File: src/rtl/traffic_light_pkg.sv
// Shared light codes and per-road state type for the traffic-light monitor.
package traffic_light_pkg;

  localparam logic [3:0] CodeRed    = 4'b0001;
  localparam logic [3:0] CodeYellow = 4'b0010;
  localparam logic [3:0] CodeGreen  = 4'b0100;

  typedef enum logic [1:0] {
    StUnk,
    StRed,
    StGreen,
    StYellow
  } road_state_e;

  // A road is "lit" when it is granted right of way (green or yellow).
  function automatic logic is_lit(road_state_e st);
    return (st == StGreen) || (st == StYellow);
  endfunction

endpackage

File: src/rtl/tl_road_tracker.sv
// Per-road tracker: colour FSM, dwell counter and sticky seq/code/timing flags.
// Timing checks are compiled in only with TRAFFIC_LIGHT_MONITOR_TIMING_CHECK_EN.
module tl_road_tracker
  import traffic_light_pkg::*;
#(
  parameter int unsigned MIN_GREEN     = 4,
  parameter int unsigned YELLOW_CYCLES = 2,
  parameter int unsigned CNT_W         = 8
) (
  input  logic             clk,
  input  logic             rst,
  input  logic             en,
  input  logic             err_clr,
  input  logic [3:0]       code,
  output road_state_e      state_nxt,
  output logic [CNT_W-1:0] dwell_nxt,
  output logic             red_to_green,
  output logic             seq_err,
  output logic             code_err,
  output logic             timing_err
);

  road_state_e      state_q, state_d, code_st;
  logic [CNT_W-1:0] dwell_q, dwell_d;
  logic             code_ok, legal, seq_det, code_det;

  // Decode the sampled light code into a state; anything else is illegal.
  always_comb begin
    code_ok = 1'b1;
    code_st = StUnk;
    case (code)
      CodeRed:    code_st = StRed;
      CodeYellow: code_st = StYellow;
      CodeGreen:  code_st = StGreen;
      default:    code_ok = 1'b0;
    endcase
  end

  // Next state and dwell: illegal codes and en=0 leave both untouched.
  always_comb begin
    state_d = state_q;
    dwell_d = dwell_q;
    if (en && code_ok) begin
      if (state_q == StUnk || code_st != state_q) begin
        state_d = code_st;
        dwell_d = CNT_W'(1);
      end else if (dwell_q != '1) begin
        dwell_d = dwell_q + CNT_W'(1);
      end
    end
  end

  // Error detection and road1 rotation pulse; nothing is checked out of UNK.
  always_comb begin
    legal        = 1'b1;
    seq_det      = 1'b0;
    code_det     = 1'b0;
    red_to_green = 1'b0;
    if (en) begin
      code_det = !code_ok;
      if (code_ok && state_q != StUnk && code_st != state_q) begin
        legal = (state_q == StRed    && code_st == StGreen)  ||
                (state_q == StGreen  && code_st == StYellow) ||
                (state_q == StYellow && code_st == StRed);
        seq_det      = !legal;
        red_to_green = (state_q == StRed) && (code_st == StGreen);
      end
    end
  end

  // FSM state, dwell counter and sticky flags; a detect in the clear cycle wins.
  always_ff @(posedge clk or negedge rst) begin
    if (!rst) begin
      state_q  <= StUnk;
      dwell_q  <= '0;
      seq_err  <= 1'b0;
      code_err <= 1'b0;
    end else begin
      state_q  <= state_d;
      dwell_q  <= dwell_d;
      seq_err  <= (seq_err & ~err_clr) | seq_det;
      code_err <= (code_err & ~err_clr) | code_det;
    end
  end

`ifdef TRAFFIC_LIGHT_MONITOR_TIMING_CHECK_EN
  logic timing_det;

  // Dwell rules judged on the dwell accumulated before the transition.
  always_comb begin
    timing_det = 1'b0;
    if (en && code_ok && state_q != StUnk) begin
      if (state_q == StGreen && code_st == StYellow && dwell_q < CNT_W'(MIN_GREEN)) begin
        timing_det = 1'b1;
      end
      if (state_q == StYellow && code_st == StRed && dwell_q != CNT_W'(YELLOW_CYCLES)) begin
        timing_det = 1'b1;
      end
    end
  end

  // Sticky timing flag.
  always_ff @(posedge clk or negedge rst) begin
    if (!rst) begin
      timing_err <= 1'b0;
    end else begin
      timing_err <= (timing_err & ~err_clr) | timing_det;
    end
  end
`else
  // Dwell limits have no consumer when timing checks are compiled out.
  logic [31:0] unused_timing_cfg;
  assign unused_timing_cfg = MIN_GREEN + YELLOW_CYCLES;
  assign timing_err = 1'b0;
`endif

  assign state_nxt = state_d;
  assign dwell_nxt = dwell_d;

endmodule

File: src/rtl/traffic_light_monitor.sv
// Traffic-light monitor: three road trackers plus conflict, arbitration and
// rotation logic. Define TRAFFIC_LIGHT_MONITOR_TIMING_CHECK_EN to enable dwell checks.
module traffic_light_monitor
  import traffic_light_pkg::*;
#(
  parameter int unsigned MIN_GREEN     = 4,
  parameter int unsigned YELLOW_CYCLES = 2,
  parameter int unsigned CNT_W         = 8
) (
  input  logic             clk,
  input  logic             rst,
  input  logic             en,
  input  logic             err_clr,
  input  logic [3:0]       road1,
  input  logic [3:0]       road2,
  input  logic [3:0]       road3,
  output logic             conflict,
  output logic [2:0]       seq_err,
  output logic [2:0]       code_err,
  output logic [2:0]       timing_err,
  output logic [1:0]       active_road,
  output logic [CNT_W-1:0] green_cnt,
  output logic [7:0]       rotations
);

  logic [2:0][3:0]  codes;
  road_state_e      st_nxt [3];
  logic [CNT_W-1:0] dw_nxt [3];
  logic [2:0]       r2g, lit;
  logic             two_lit;
  logic [1:0]       active_d;
  logic [CNT_W-1:0] cnt_d;

  assign codes = {road3, road2, road1};

  for (genvar i = 0; i < 3; i++) begin : g_road
    tl_road_tracker #(
      .MIN_GREEN    (MIN_GREEN),
      .YELLOW_CYCLES(YELLOW_CYCLES),
      .CNT_W        (CNT_W)
    ) u_tracker (
      .clk         (clk),
      .rst         (rst),
      .en          (en),
      .err_clr     (err_clr),
      .code        (codes[i]),
      .state_nxt   (st_nxt[i]),
      .dwell_nxt   (dw_nxt[i]),
      .red_to_green(r2g[i]),
      .seq_err     (seq_err[i]),
      .code_err    (code_err[i]),
      .timing_err  (timing_err[i])
    );
  end

  // Only road1 rotations are counted.
  logic unused_r2g;
  assign unused_r2g = ^r2g[2:1];

  // Conflict looks at raw sampled codes, not tracker state.
  always_comb begin
    for (int i = 0; i < 3; i++) begin
      lit[i] = (codes[i] == CodeGreen) || (codes[i] == CodeYellow);
    end
    two_lit = (lit[0] & lit[1]) | (lit[0] & lit[2]) | (lit[1] & lit[2]);
  end

  // Lowest-numbered lit road wins; evaluated on the states being loaded this edge.
  always_comb begin
    active_d = 2'd0;
    cnt_d    = '0;
    if (is_lit(st_nxt[0])) begin
      active_d = 2'd1;
      cnt_d    = dw_nxt[0];
    end else if (is_lit(st_nxt[1])) begin
      active_d = 2'd2;
      cnt_d    = dw_nxt[1];
    end else if (is_lit(st_nxt[2])) begin
      active_d = 2'd3;
      cnt_d    = dw_nxt[2];
    end
  end

  // Registered top-level outputs.
  always_ff @(posedge clk or negedge rst) begin
    if (!rst) begin
      conflict    <= 1'b0;
      active_road <= 2'd0;
      green_cnt   <= '0;
      rotations   <= 8'd0;
    end else begin
      conflict    <= (conflict & ~err_clr) | (en & two_lit);
      active_road <= active_d;
      green_cnt   <= cnt_d;
      if (r2g[0]) begin
        rotations <= rotations + 8'd1;
      end
    end
  end

endmodule

File: config.mk
export PLATFORM = sky130hd
export DESIGN_NAME = traffic_light_monitor
export DESIGN_NICKNAME = d
export VERILOG_FILES = /design/src/rtl/traffic_light_pkg.sv /design/src/rtl/tl_road_tracker.sv /design/src/rtl/traffic_light_monitor.sv
export SDC_FILE = /design/constraint.sdc
export NUM_CORES = 1
export LEC_CHECK = 0
export CAP_MARGIN = 20
export CORE_UTILIZATION = 25
export CTS_BUF_LIST = sky130_fd_sc_hd__clkbuf_8
export CTS_CLUSTER_DIAMETER = 40
export DETAILED_ROUTE_END_ITERATION = 8
export HOLD_SLACK_MARGIN = 0.12
export SYNTH_ARGS = -nofsm -noshare
export SYNTH_HDL_FRONTEND = slang
export SYNTH_SLANG_ARGS = --single-unit
File: constraint.sdc
create_clock -name clk -period 1.9 [get_ports clk]
set_input_delay 0.38 -clock clk [delete_from_list [all_inputs] [get_ports clk]]
set_output_delay 0.38 -clock clk [all_outputs]
set_load 0.05 [all_outputs]
---- Word level (Yosys, flattened, before mapping) ----
Cells that the tools add are included.
word-level totals
  flip-flop bits (word level) ............. 55
  word-level logic and storage cells ...... 166
operators by class
  bitwise gates (word level) .............. 21
  add/subtract/negate cells ............... 4
  reduce and logical (&&, ||, !) cells .... 48
  mux-type cells .......................... 38
  equality and inequality tests ........... 39
operators by type and width
  cell                 number
  $mux 8               12
  $eq 2x2->1 const B   18
  $add 8x1->8 const B  4
  $ne 8x8->1 const B   3
  $logic_and 1x1->1    18
  $mux 2               9
  $pmux 2 s3           3
  $logic_or 1x1->1     15
  $mux 1               14
  $eq 2x1->1 const B   6
  $eq 4x1->1 const B   3
  $eq 4x2->1 const B   3
  $eq 4x3->1 const B   3
  $and 1x1->1          11
  $or 1x1->1           9
  $reduce_or 3->1      3
  $logic_not 1->1      6
  $logic_not 2->1      3
  $ne 2x2->1           3
  $reduce_bool 2->1    3
  $not 1->1            1

---- Longest topological paths before layout ----
  depth in word-level cells ............... 11
  mapped depth ............................ 9

---- Hierarchy ----
A second synthesis with hierarchy kept.
unflattened totals
  cell total of the unflattened synthesis .. 401
  area, all modules ....................... 3701.0 µm²
by module, submodules not included
  module                 cells each  times used  sequential area each (µm²)  area an instance (µm²)
  tl_road_tracker        105         3           300.3                       942.2
  traffic_light_monitor  86          1           475.5                       874.6

---- Least setup slack after synthesis ----
OpenSTA, ideal clock, no wires.
  path kind ............................... input -> register
  start point ............................. input road3[3]
  end point ............................... register green_cnt[1]
  setup slack ............................. -0.004 ns
  arrival time ............................ 1.778 ns
  stages on the path ...................... 7
  setup time .............................. 0.126 ns
  path buffers ............................ 1
  cells stage by stage .................... buf_2 and2b_1 o211ai_4 nor2_1 mux2i_1 nor3_1 a221o_1
on the way
  word-level cells in the longest chain between the ends .. 11
  elaborated cells between the ends (all ways) .. 19
  classes of those cells .................. eq/ne (6); mux (9); reduce/logical (4)
RTL lines
  element                                   RTL line                     RTL
  start, declared                           traffic_light_monitor.sv:16  input logic [3:0] road3,
  $eq 4x3->1, or another cell as far along  tl_road_tracker.sv:31        case (code)
  $pmux 2 s3                                tl_road_tracker.sv:31
  $ne 2x2->1                                tl_road_tracker.sv:44        if (state_q == StUnk || code_st != state_q) begin
  $logic_or 1x1->1                          tl_road_tracker.sv:44
  $mux 2                                    tl_road_tracker.sv:44
  $mux 2                                    tl_road_tracker.sv:43        if (en && code_ok) begin
  $eq 2x2->1                                traffic_light_pkg.sv:17      return (st == StGreen) || (st == StYellow);
  $logic_or 1x1->1                          traffic_light_pkg.sv:17
  $mux 8 *                                  traffic_light_monitor.sv:78  end else if (is_lit(st_nxt[2])) begin
  $mux 8 *                                  traffic_light_monitor.sv:75  end else if (is_lit(st_nxt[1])) begin
  $mux 8 *                                  traffic_light_monitor.sv:72  if (is_lit(st_nxt[0])) begin
  net cnt_d[1]                              traffic_light_monitor.sv:32  logic [CNT_W-1:0] cnt_d;
  end signal, assigned                      traffic_light_monitor.sv:94  green_cnt <= cnt_d;
  end, declared                             traffic_light_monitor.sv:22  output logic [CNT_W-1:0] green_cnt,
The timed path passes the listed nets; every way through them passes the cells marked *.
A chain may end at the register's enable or synchronous reset.

---- Final worst setup path ----
  start point ............................. input road3[1]
  end point ............................... register green_cnt[7]
The elaborated chain is that of the path after synthesis.

==> metrics <==
worst setup margin approximately 0.042 ns; final cell count without fillers about 670; Arr. time, crit path ~2.1 ns; max-slew violation count 0; wire per inst 13.8 um; count leader, synth dfrtp_1; worst hold path type reg2reg; headroom to the max-slew limit 0.654; Synth Warn # 0; most frequent cells after synthesis dfrtp_1, nor2_1, a21oi_1; remaining antenna violation count after routing 0; Worst Setup Path Type in2reg; # diodes 0; Startpoint Class input pin; clk slew on worst S/H paths 0.11 ns; setup_tns 0 ns; Post-synth EDFFs 0; Final Hold Fails 0; row count 42; Synth Register Bits between 50 and 60; layout cell share with drive strength beyond 1 0.349; Fmax roughly 0.54 GHz; clk buf depth 2; DP Wirelength roughly 7000 um; height of the die roughly 120 um; final WL 9190 um; Vias/cell roughly 4.8; final instance area between 4000 and 5000 um2; hold wc startpoint rotations[7]$_DFFE_PN0P_; CP Max Fanout 8; core area around 13000 um2; run status finished clean; GRT Util Overall 0.135; Primary FF master, synth dfrtp_1; CP Capture Type flop; maxcap violations 0; Synth area leader dfrtp_1; RR Startpoint g_road[0].u_tracker.dwell_q[0]$_DFF_PN0_; Placer Congestion ~0.86; vias 3176; fill count roughly 1400; clock root buffer clkbuf_8; Overflow after GRT 0; synth top area cells dfrtp_1, nor2_1, a21oi_1, xnor2_1, buf_4; Iter 0 DRT Violations 133; CP cell instances clkdlybuf4s50_1 > buf_6 > buf_4 > a211oi_2 > buf_4 > a211o_1 > buf_4 > nor2_1 > nand2_1 > a31oi_1; DR DRC count 0; min cycle time layout 1.86 ns; vias in the first global route 3138; Clock Skew 0.0125 ns; post-synthesis sequential area ratio 0.408; Worst-Margin Slew 0.518 ns; Synth top area share 0.408; die width between 100 and 150 um; IO buf count 40; Layout Nets 509; Synth async-reset ratio 1.00; TritonCTS Buffers 5; period utilization 0.978; Mapped Cells roughly 370; drt first pass iters 4; IR drop worst, VDD between 0.4 and 0.5 mV; H-tree depth 2; Synth Cell Area approximately 3400 um2; Slowest-stage cell, CP clkdlybuf4s50_1; Critical Path Source road3[1]; Die ar. 14000 um2; Crit path largest cell delay about 0.47 ns; Top cell by count, worst path buf_4; Clk Latency, worst-skew pair roughly 0.32 ns; Leak 2.18 nW; Setup-failing EPs final 0; clock sinks 55; largest net degree at the start of global routing 34; pwr dens 784 nW/um2; DP Cell Count roughly 650; placed inst area approximately 4500 um2; mean post-synth cell area between 9 and 10 um2; RSZ-0062 raised after global routing yes; Yosys cell types between 70 and 80; pre-CTS WS -0.615 ns; initial antenna violation count 0; area grow syn2layout 42.3%; global-route wire length before repair between 15000 and 20000 um; I/O pin total 44; CP Data Required Time 2.14 ns; Starting Density 0.256; CTS tree yes
-- kinds of logic after synthesis --
logic type / count (synthesis) / synth area share
compound gates: 97 / 0.209
xor+xnor: 19 / 0.0516
fa+ha+maj: 5 / 0.0178
buf+inv: 40 / 0.0631
flops: 55 / 0.408
mux: 2 / 0.00631
other cells: 1 / 0.00111
simple gates: 148 / 0.243
-- where the power goes --
group / total [mW] / switching, mW / internal (mW)
registers: 1.48 / 0.151 / 1.33
clock network: 0.940 / 0.414 / 0.526
logic: 1.34 / 0.760 / 0.580
total: 3.76 / 1.32 / 2.44
-- cell type report --
class | instances | area (um2) | share of cell area
Clock buffer | 5 | 68.8 | 0.0143
Clock inverter | 3 | 67.6 | 0.0141
Inverter | 16 | 60.1 | 0.0125
Multi-Input combinational cell | 274 | 1930 | 0.402
Sequential cell | 55 | 1380 | 0.287
Tap cell | 176 | 220 | 0.0459
Timing Repair Buffer | 137 | 1070 | 0.224
-- per-stage QoR --
stage               power, mW   util  hold slack [ns]
floorplan                2.21      -           0.0844
CTS                      3.76  0.357            0.491
global route             3.98  0.364            0.499
finish                   3.76  0.364            0.480
global placement         2.75  0.338            0.409
detailed placement       2.77  0.338            0.401
-- path summary, 6_finish.rpt --
check / endpoint / slack [ns] / depth (start not counted)
setup / recovery: green_cnt[7]$_DFF_PN0_ / 0.04 / 10
hold / removal: rotations[7]$_DFFE_PN0P_ / 0.48 / 1
setup reg to reg: green_cnt[6]$_DFF_PN0_ / 0.05 / 6
hold reg to reg: rotations[7]$_DFFE_PN0P_ / 0.48 / 1
max in group asynchronous: g_road[1].u_tracker.dwell_q[0]$_DFF_PN0_ / 0.93 / 3
min in group asynchronous: g_road[0].u_tracker.code_err$_DFF_PN0_ / 0.57 / 3
-- placed cells by master, fill, tap and decap left out, types with 4 or more instances in the layout --
master	synthesis	final
nor3_4	3	4
xnor2_1	10	10
nor2_1	39	34
a21oi_1	24	22
nand2_1	21	21
clkbuf_8	0	5
o31ai_1	4	4
o22a_1	6	6
and3_1	7	7
inv_1	15	15
dlymetal6s2s_1	0	4
nor2b_1	4	4
nor2_2	0	5
a21oi_2	4	6
dlygate4sd2_1	0	10
o21ai_1	6	5
nand2b_1	7	6
dfrtp_1	55	55
nand4_1	8	8
xor2_1	8	7
buf_4	11	113
o21ai_0	9	8
nand3_1	14	13
nor3_1	15	13
nand3b_1	4	4
-- critical path: cells and delay by family --
kind / cells / cell delay (ns)
buffers and inverters: 5 / 1.03
and+or+nand+nor: 2 / 0.18
AOI/OAI and AO/OA: 3 / 0.49
-- what timing repair did --
| action | in CTS | in global routing |
|---|---|---|
| endpoints found under the hold margin | 29 | 0 |
| gates resized for setup | 27 | 23 |
| setup endpoints to repair | 20 | 17 |
| setup buffers | 6 | 1 |
| hold buffers | 1 | 0 |
| pin swaps | 7 | 7 |
| cloned | 0 | 1 |
-- sequential cells by signal, indices dropped and copies added, names as in the netlist --
signal	count
conflict	1
green_cnt	8
active_road	2
g_road.u_tracker.state_q	6
g_road.u_tracker.seq_err	3
g_road.u_tracker.code_err	3
rotations	8
g_road.u_tracker.dwell_q	24
-- layer usage --
layer	wire, um	part of all wire	global-route usage
met5	0	0	0
met4	108	0.012	0.0353
met3	296	0.032	0.0241
met2	4400	0.48	0.224
met1	4390	0.48	0.181
No activity file was read; power rests on OpenSTA's default activity.
